**src/rtl/sram_1rw1r_masked.sv**
```systemverilog
// Behavioural 1RW + 1R SRAM macro model with byte write mask, spare column,
// 1- or 2-cycle read pipeline and a post-reset zero-clear sequencer.
module sram_1rw1r_masked #(
  parameter int DATA_WIDTH   = 32,
  parameter int ADDR_WIDTH   = 6,
  parameter int READ_LATENCY = 1,
  parameter bit WRITE_FIRST  = 1'b1,
  localparam int NUM_WMASKS  = DATA_WIDTH / 8
) (
  input  logic                    clk0,
  input  logic                    rst0,
  input  logic                    csb0,
  input  logic                    web0,
  input  logic [NUM_WMASKS-1:0]   wmask0,
  input  logic                    spare_wen0,
  input  logic [ADDR_WIDTH-1:0]   addr0,
  input  logic [DATA_WIDTH:0]     din0,
  output logic [DATA_WIDTH:0]     dout0,
  output logic                    dout0_valid,
  input  logic                    csb1,
  input  logic [ADDR_WIDTH-1:0]   addr1,
  output logic [DATA_WIDTH:0]     dout1,
  output logic                    dout1_valid,
  output logic                    init_done,
  output logic                    collision
);

  localparam int WORD_W    = DATA_WIDTH + 1;
  localparam int RAM_DEPTH = 1 << ADDR_WIDTH;

  typedef enum logic {
    CLEAR,
    READY
  } state_t;

  state_t                  state, state_next;
  logic [ADDR_WIDTH-1:0]   clr_ptr;
  logic                    clr_we;

  logic [WORD_W-1:0]       mem [RAM_DEPTH];
  logic [WORD_W-1:0]       wr_word;
  logic                    ready, wr_en, rd0_en, rd1_en, collide;

  // First pipeline stage: memory sampled on the request edge.
  logic                    s_v0, s_v1, s_col;
  logic [WORD_W-1:0]       s_d0, s_d1;
  // Last pipeline stage before the output registers.
  logic                    p_v0, p_v1;
  logic [WORD_W-1:0]       p_d0, p_d1;

  // Sequencer
  always_ff @(posedge clk0) begin
    if (rst0) begin
      state   <= CLEAR;
      clr_ptr <= '0;
    end else begin
      state <= state_next;
      if (clr_we) clr_ptr <= clr_ptr + 1'b1;
    end
  end

  // NOTE: every combinational output gets a default first so no latch is inferred.
  always_comb begin
    state_next = state;
    clr_we     = 1'b0;
    if (state == CLEAR) begin
      clr_we = 1'b1;
      if (clr_ptr == ADDR_WIDTH'(RAM_DEPTH - 1)) state_next = READY;
    end
  end

  assign init_done = (state == READY);
  assign ready     = (state == READY);
  assign wr_en     = ready && !csb0 && !web0;
  assign rd0_en    = ready && !csb0 && web0;
  assign rd1_en    = ready && !csb1;
  assign collide   = wr_en && rd1_en && (addr0 == addr1);

  // Post-write word: masked bytes and optional spare bit merged over the stored word.
  always_comb begin
    wr_word = mem[addr0];
    for (int i = 0; i < NUM_WMASKS; i++) begin
      if (wmask0[i]) wr_word[8*i +: 8] = din0[8*i +: 8];
    end
    if (spare_wen0) wr_word[DATA_WIDTH] = din0[DATA_WIDTH];
  end

  // NOTE: the array has no reset; contents are zeroed by the clear sequencer instead.
  always_ff @(posedge clk0) begin
    if (clr_we)     mem[clr_ptr] <= '0;
    else if (wr_en) mem[addr0]   <= wr_word;
  end

  always_ff @(posedge clk0) begin
    if (rst0) begin
      s_v0  <= 1'b0;
      s_v1  <= 1'b0;
      s_col <= 1'b0;
      s_d0  <= '0;
      s_d1  <= '0;
    end else begin
      s_v0  <= rd0_en;
      s_v1  <= rd1_en;
      s_col <= collide;
      if (rd0_en) s_d0 <= mem[addr0];
      if (rd1_en) s_d1 <= (collide && WRITE_FIRST) ? wr_word : mem[addr1];
    end
  end

  generate
    if (READ_LATENCY == 2) begin : g_lat2
      always_ff @(posedge clk0) begin
        if (rst0) begin
          p_v0 <= 1'b0;
          p_v1 <= 1'b0;
          p_d0 <= '0;
          p_d1 <= '0;
        end else begin
          p_v0 <= s_v0;
          p_v1 <= s_v1;
          if (s_v0) p_d0 <= s_d0;
          if (s_v1) p_d1 <= s_d1;
        end
      end
    end else begin : g_lat1
      assign p_v0 = s_v0;
      assign p_v1 = s_v1;
      assign p_d0 = s_d0;
      assign p_d1 = s_d1;
    end
  endgenerate

  // Output registers hold the last read word; only the valids pulse.
  always_ff @(posedge clk0) begin
    if (rst0) begin
      dout0       <= '0;
      dout1       <= '0;
      dout0_valid <= 1'b0;
      dout1_valid <= 1'b0;
      collision   <= 1'b0;
    end else begin
      dout0_valid <= p_v0;
      dout1_valid <= p_v1;
      collision   <= s_col;
      if (p_v0) dout0 <= p_d0;
      if (p_v1) dout1 <= p_d1;
    end
  end

endmodule
```
**config.mk**
```make
export PLATFORM = sky130hd
export DESIGN_NAME = sram_1rw1r_masked
export DESIGN_NICKNAME = d
export VERILOG_FILES = /design/src/rtl/sram_1rw1r_masked.sv
export SDC_FILE = /design/constraint.sdc
export NUM_CORES = 2
export LEC_CHECK = 0
export CAP_MARGIN = 20
export CORE_MARGIN = 2
export CORE_UTILIZATION = 44
export CTS_BUF_LIST = sky130_fd_sc_hd__clkbuf_4
export CTS_CLUSTER_DIAMETER = 150
export CTS_CLUSTER_SIZE = 8
export DETAILED_ROUTE_END_ITERATION = 16
export GPL_TIMING_DRIVEN = 0
export SETUP_SLACK_MARGIN = 0.15
export SLEW_MARGIN = 30
export SYNTH_ARGS = -nofsm -noshare
export SYNTH_HDL_FRONTEND = slang
export SYNTH_SLANG_ARGS = --single-unit
export TNS_END_PERCENT = 20
```
**constraint.sdc**
```tcl
create_clock -name clk0 -period 6.5 [get_ports clk0]
set_input_delay 1.3 -clock clk0 [delete_from_list [all_inputs] [get_ports clk0]]
set_output_delay 1.3 -clock clk0 [all_outputs]
set_load 0.005 [all_outputs]
```
==> results.py <==
metrics = {
    "outcome": {
        "status": "complete, no violations",
    },
    "synth": {
        "async_flop_share": 0,
        "syn_nets": 5397,
        "synth.area.top_cells": "edfxtp_1 62%, mux4_2 21%, dfxtp_1 2.8%, mux2i_1 1.8%, a22oi_1 1.5%",
        "ys_seq_area_frac": 0.645,
        "synth_top_area_frac": 0.617,
        "synth_area_per_cell_um2": 19.3,
        "synthCells": 5341,
        "syn_area_um2": 103000,
        "yosysUniqueCellTypes": 77,
        "yosys.area.top_type": "edfxtp_1",
        "synth_edf_count": 2112,
        "synth_ff_type": "edfxtp_1",
        "ys_ff_latch": 2257,
        "yosysWarnings": 0,
    },
    "worst_hold_path": {
        "hold_path_class": "input port to flop",
        "hold_start": "din0[0]",
    },
    "detailed_routing": {
        "drtIter0Drc": 14773,
        "drt-wirelength-per-cell_um": 51.1,
        "post-route-drc-count": 0,
        "viasPerCell": 7.65,
        "detail_route.first_pass.iterations": 9,
        "vias": 71070,
        "drtAntennaViolNets": 0,
        "wl_mm": 475,
    },
    "timing": {
        "report.final.setup_viol": 0,
        "fin_crit_ns": 5.81,
        "report.final.slew_viol_count": 0,
        "fmax_ghz": 0.172,
        "hold_slack_ns": 0.444,
        "worst_slew_pin_slew_ns": 1.28,
        "tns_ns": 0,
        "relSlewSlack": 0.141,
        "skew_ns": 0.161,
        "hold_violations": 0,
        "rsz0062_at_grt": "no",
        "final.period_utilization": 0.894,
    },
    "floorplan": {
        "core_um2": 233000,
        "dieArea_um2": 238000,
        "num_rows": 177,
        "io_pins": 125,
        "die_h_um": 487,
        "dieWidth_um": 487,
        "start_util": 0.442,
    },
    "critical_path": {
        "slowest_stage": "o31ai_4",
        "critical_path_peak_fanout": 20,
        "required_ns": 7.83,
        "startpoint_type": "input port",
        "cp_cell_sequence": "clkdlybuf4s50_1 > buf_2 > clkinv_1 > nor2_2 > clkbuf_2 > clkbuf_2 > a211oi_1 > a21o_1 > o31ai_4 > buf_6 > buf_6",
        "max_stage_delay_ns": 0.84,
        "cp_num_buf_inv": 7,
        "r2r-start": "init_done$_SDFF_PP0_",
        "critPathKind": "input port to flop",
        "critPathCaptureType": "flop",
        "crit_start": "addr0[4]",
        "arrival_ns": 7.14,
        "cp_top_family": "buffers and inverters",
    },
    "global_routing": {
        "grt_max_degree": 65,
        "overflow": 0,
        "grt_pass1_wl_mm": 615,
        "grt.total_usage": 0.396,
        "grt_pass1_vias": 67113,
        "antenna_found_initial": 38,
    },
    "job": {
        "cap_violations": 0,
    },
    "cells_and_area": {
        "synthToLayoutAreaGrowth_pct": 16.4,
        "finalNonFillerCells": 9296,
        "drive_gt1_frac": 0.361,
        "nets": 6141,
    },
    "power": {
        "internal-power_uw": 19900,
        "pwr-share-clk": 0.319,
        "combPwrFrac": 0.098,
        "p_seq_frac": 0.583,
        "p_switching_uw": 7130,
        "power.leakage_uw": 0.0417,
        "powerDensity_nw_per_um2": 225,
        "swShare": 0.264,
        "power_uw": 27000,
        "peakVddDrop_uv": 203,
    },
    "clock_tree": {
        "cts_tree": "done",
        "cts-root-buf": "clkbuf_4",
        "clock_latency_ns": 1.61,
        "cts_buffers": 332,
        "clock-sinks": 2257,
        "cts.htree.levels": 5,
        "cts_hold_buffers": 0,
        "cts_buffer_depth": 4,
        "clk_pin_slew_ns": 0.12,
        "postCtsSetupBuffers": 0,
        "ctsResizeCount": 0,
    },
    "placement": {
        "dp_hpwl_mm": 341,
        "io_buffers": 115,
        "place.gp.congestion": 1.03,
        "dp.cells": 8793,
    },
}
## cell usage in the layout, fill, tap and decap left out, types with 22 or more instances in the layout
cell type and n:
nor3_1 39, mux4_2 945, buf_12 61, clkdlybuf4s50_1 115, buf_2 111, nor2_1 127, diode_2 31, nand2_1 105
buf_4 52, a22o_1 111, mux4_1 42, buf_16 203, a21oi_1 138, dfxtp_1 145, a221oi_1 82, clkbuf_2 120
o221ai_1 38, clkbuf_4 467, o21ai_0 22, mux2_2 54, o22ai_1 83, a211oi_1 23, mux2i_1 189, or3_1 39
nor2_4 81, a22oi_1 209, clkbuf_1 90, buf_6 51, edfxtp_1 2112, buf_8 36
## tightest hold or removal path, stage by stage
cell and delay (ns):
clkdlybuf4s50_1 0.48, nand4_1 0.12, nand4_1 0.09
## sequential cells by signal, summed over array words and instances, names as in the netlist
register / flops
clr_ptr: 6
dout1_valid: 1
collision: 1
dout0_valid: 1
init_done: 1
mem: 2112
p_d1: 33
p_v1: 1
dout0: 33
p_d0: 33
p_v0: 1
dout1: 33
s_col: 1
## area by class of cell
class | count | area [µm²]
Antenna cell | 31 | 77.6
Timing Repair Buffer | 410 | 8290
Fill cell | 18505 | 113000
Tap cell | 3043 | 3810
Buffer | 441 | 2750
Clock inverter | 6 | 106
Clock buffer | 465 | 3490
Inverter | 4 | 15.0
Multi-Input combinational cell | 2639 | 34800
Sequential cell | 2257 | 66300
## stage by stage
stage                     utilization  worst slack (ns)  area [µm²]
after global routing            0.514             0.966      120000
after global placement          0.464             -5.77      108000
after CTS                       0.514              1.23      120000
after detailed placement        0.499            -0.345      116000
final                           0.515             0.690      120000
after floorplan                     -             0.359      103000
## cells in the mapped netlist, types with 19 or more instances
| library cell | n |
|---|---|
| a211oi_1 | 23 |
| a21oi_1 | 153 |
| a221oi_1 | 82 |
| a22o_1 | 111 |
| a22oi_1 | 209 |
| a31oi_1 | 19 |
| buf_1 | 20 |
| buf_2 | 99 |
| buf_4 | 50 |
| buf_6 | 40 |
| clkbuf_1 | 208 |
| dfxtp_1 | 145 |
| edfxtp_1 | 2112 |
| mux2_2 | 54 |
| mux2i_1 | 189 |
| mux4_1 | 42 |
| mux4_2 | 945 |
| nand2_1 | 105 |
| nand3_1 | 21 |
| nor2_1 | 212 |
| nor2b_1 | 22 |
| nor3_1 | 41 |
| o21ai_0 | 23 |
| o221ai_1 | 39 |
| o22ai_1 | 89 |
| or3_1 | 39 |
## metal layers
metal | global-route usage | routed length (µm) | vias to the layer above
met4 | 0.281 | 42600 | 32
met1 | 0.488 | 156000 | 36888
li1 | - | - | 24783
met5 | 0.0149 | 722 | -
met3 | 0.198 | 83500 | 1892
met2 | 0.537 | 192000 | 7475
## power by group through the flow
| stage | Sequential [µW] | Combinational, µW | Clock [µW] |
|---|---|---|---|
| 5_1_grt | 15700 | 2560 | 9110 |
| 3_5_place_dp | 16100 | 2460 | 0 |
| 2_1_floorplan | 16100 | 1190 | 0 |
| 6_report | 15700 | 2640 | 8610 |
| 3_3_place_gp | 16100 | 2310 | 0 |
| 4_1_cts | 15700 | 2470 | 8520 |
## final timing paths
| kind | to | slack, ns | cells past startpoint |
|---|---|---|---|
| min reg2reg | p_d0[10]$_SDFFE_PP0P_ | 0.47 | 2 |
| max | mem[12][5]$_DFFE_PP_ | 0.69 | 11 |
| max reg2reg | mem[25][9]$_DFFE_PP_ | 1.59 | 9 |
| min | p_d1[0]$_SDFFE_PP0P_ | 0.44 | 3 |
## kinds of logic (layout without fill, tap and decap cells)
group | after synthesis | after routing | share of synthesized area
DFF | 2257 | 2257 | 0.645
adders and majority gates | 1 | 1 | 0.000122
muxes | 1232 | 1232 | 0.242
buffers and inverters | 445 | 1326 | 0.0253
and+or+nand+nor | 505 | 505 | 0.0227
xor gates and xnor gates | 16 | 16 | 0.00136
AOI/OAI and AO/OA | 885 | 885 | 0.0633
other | 0 | 31 | 0
(Power assumes the default switching activity.)
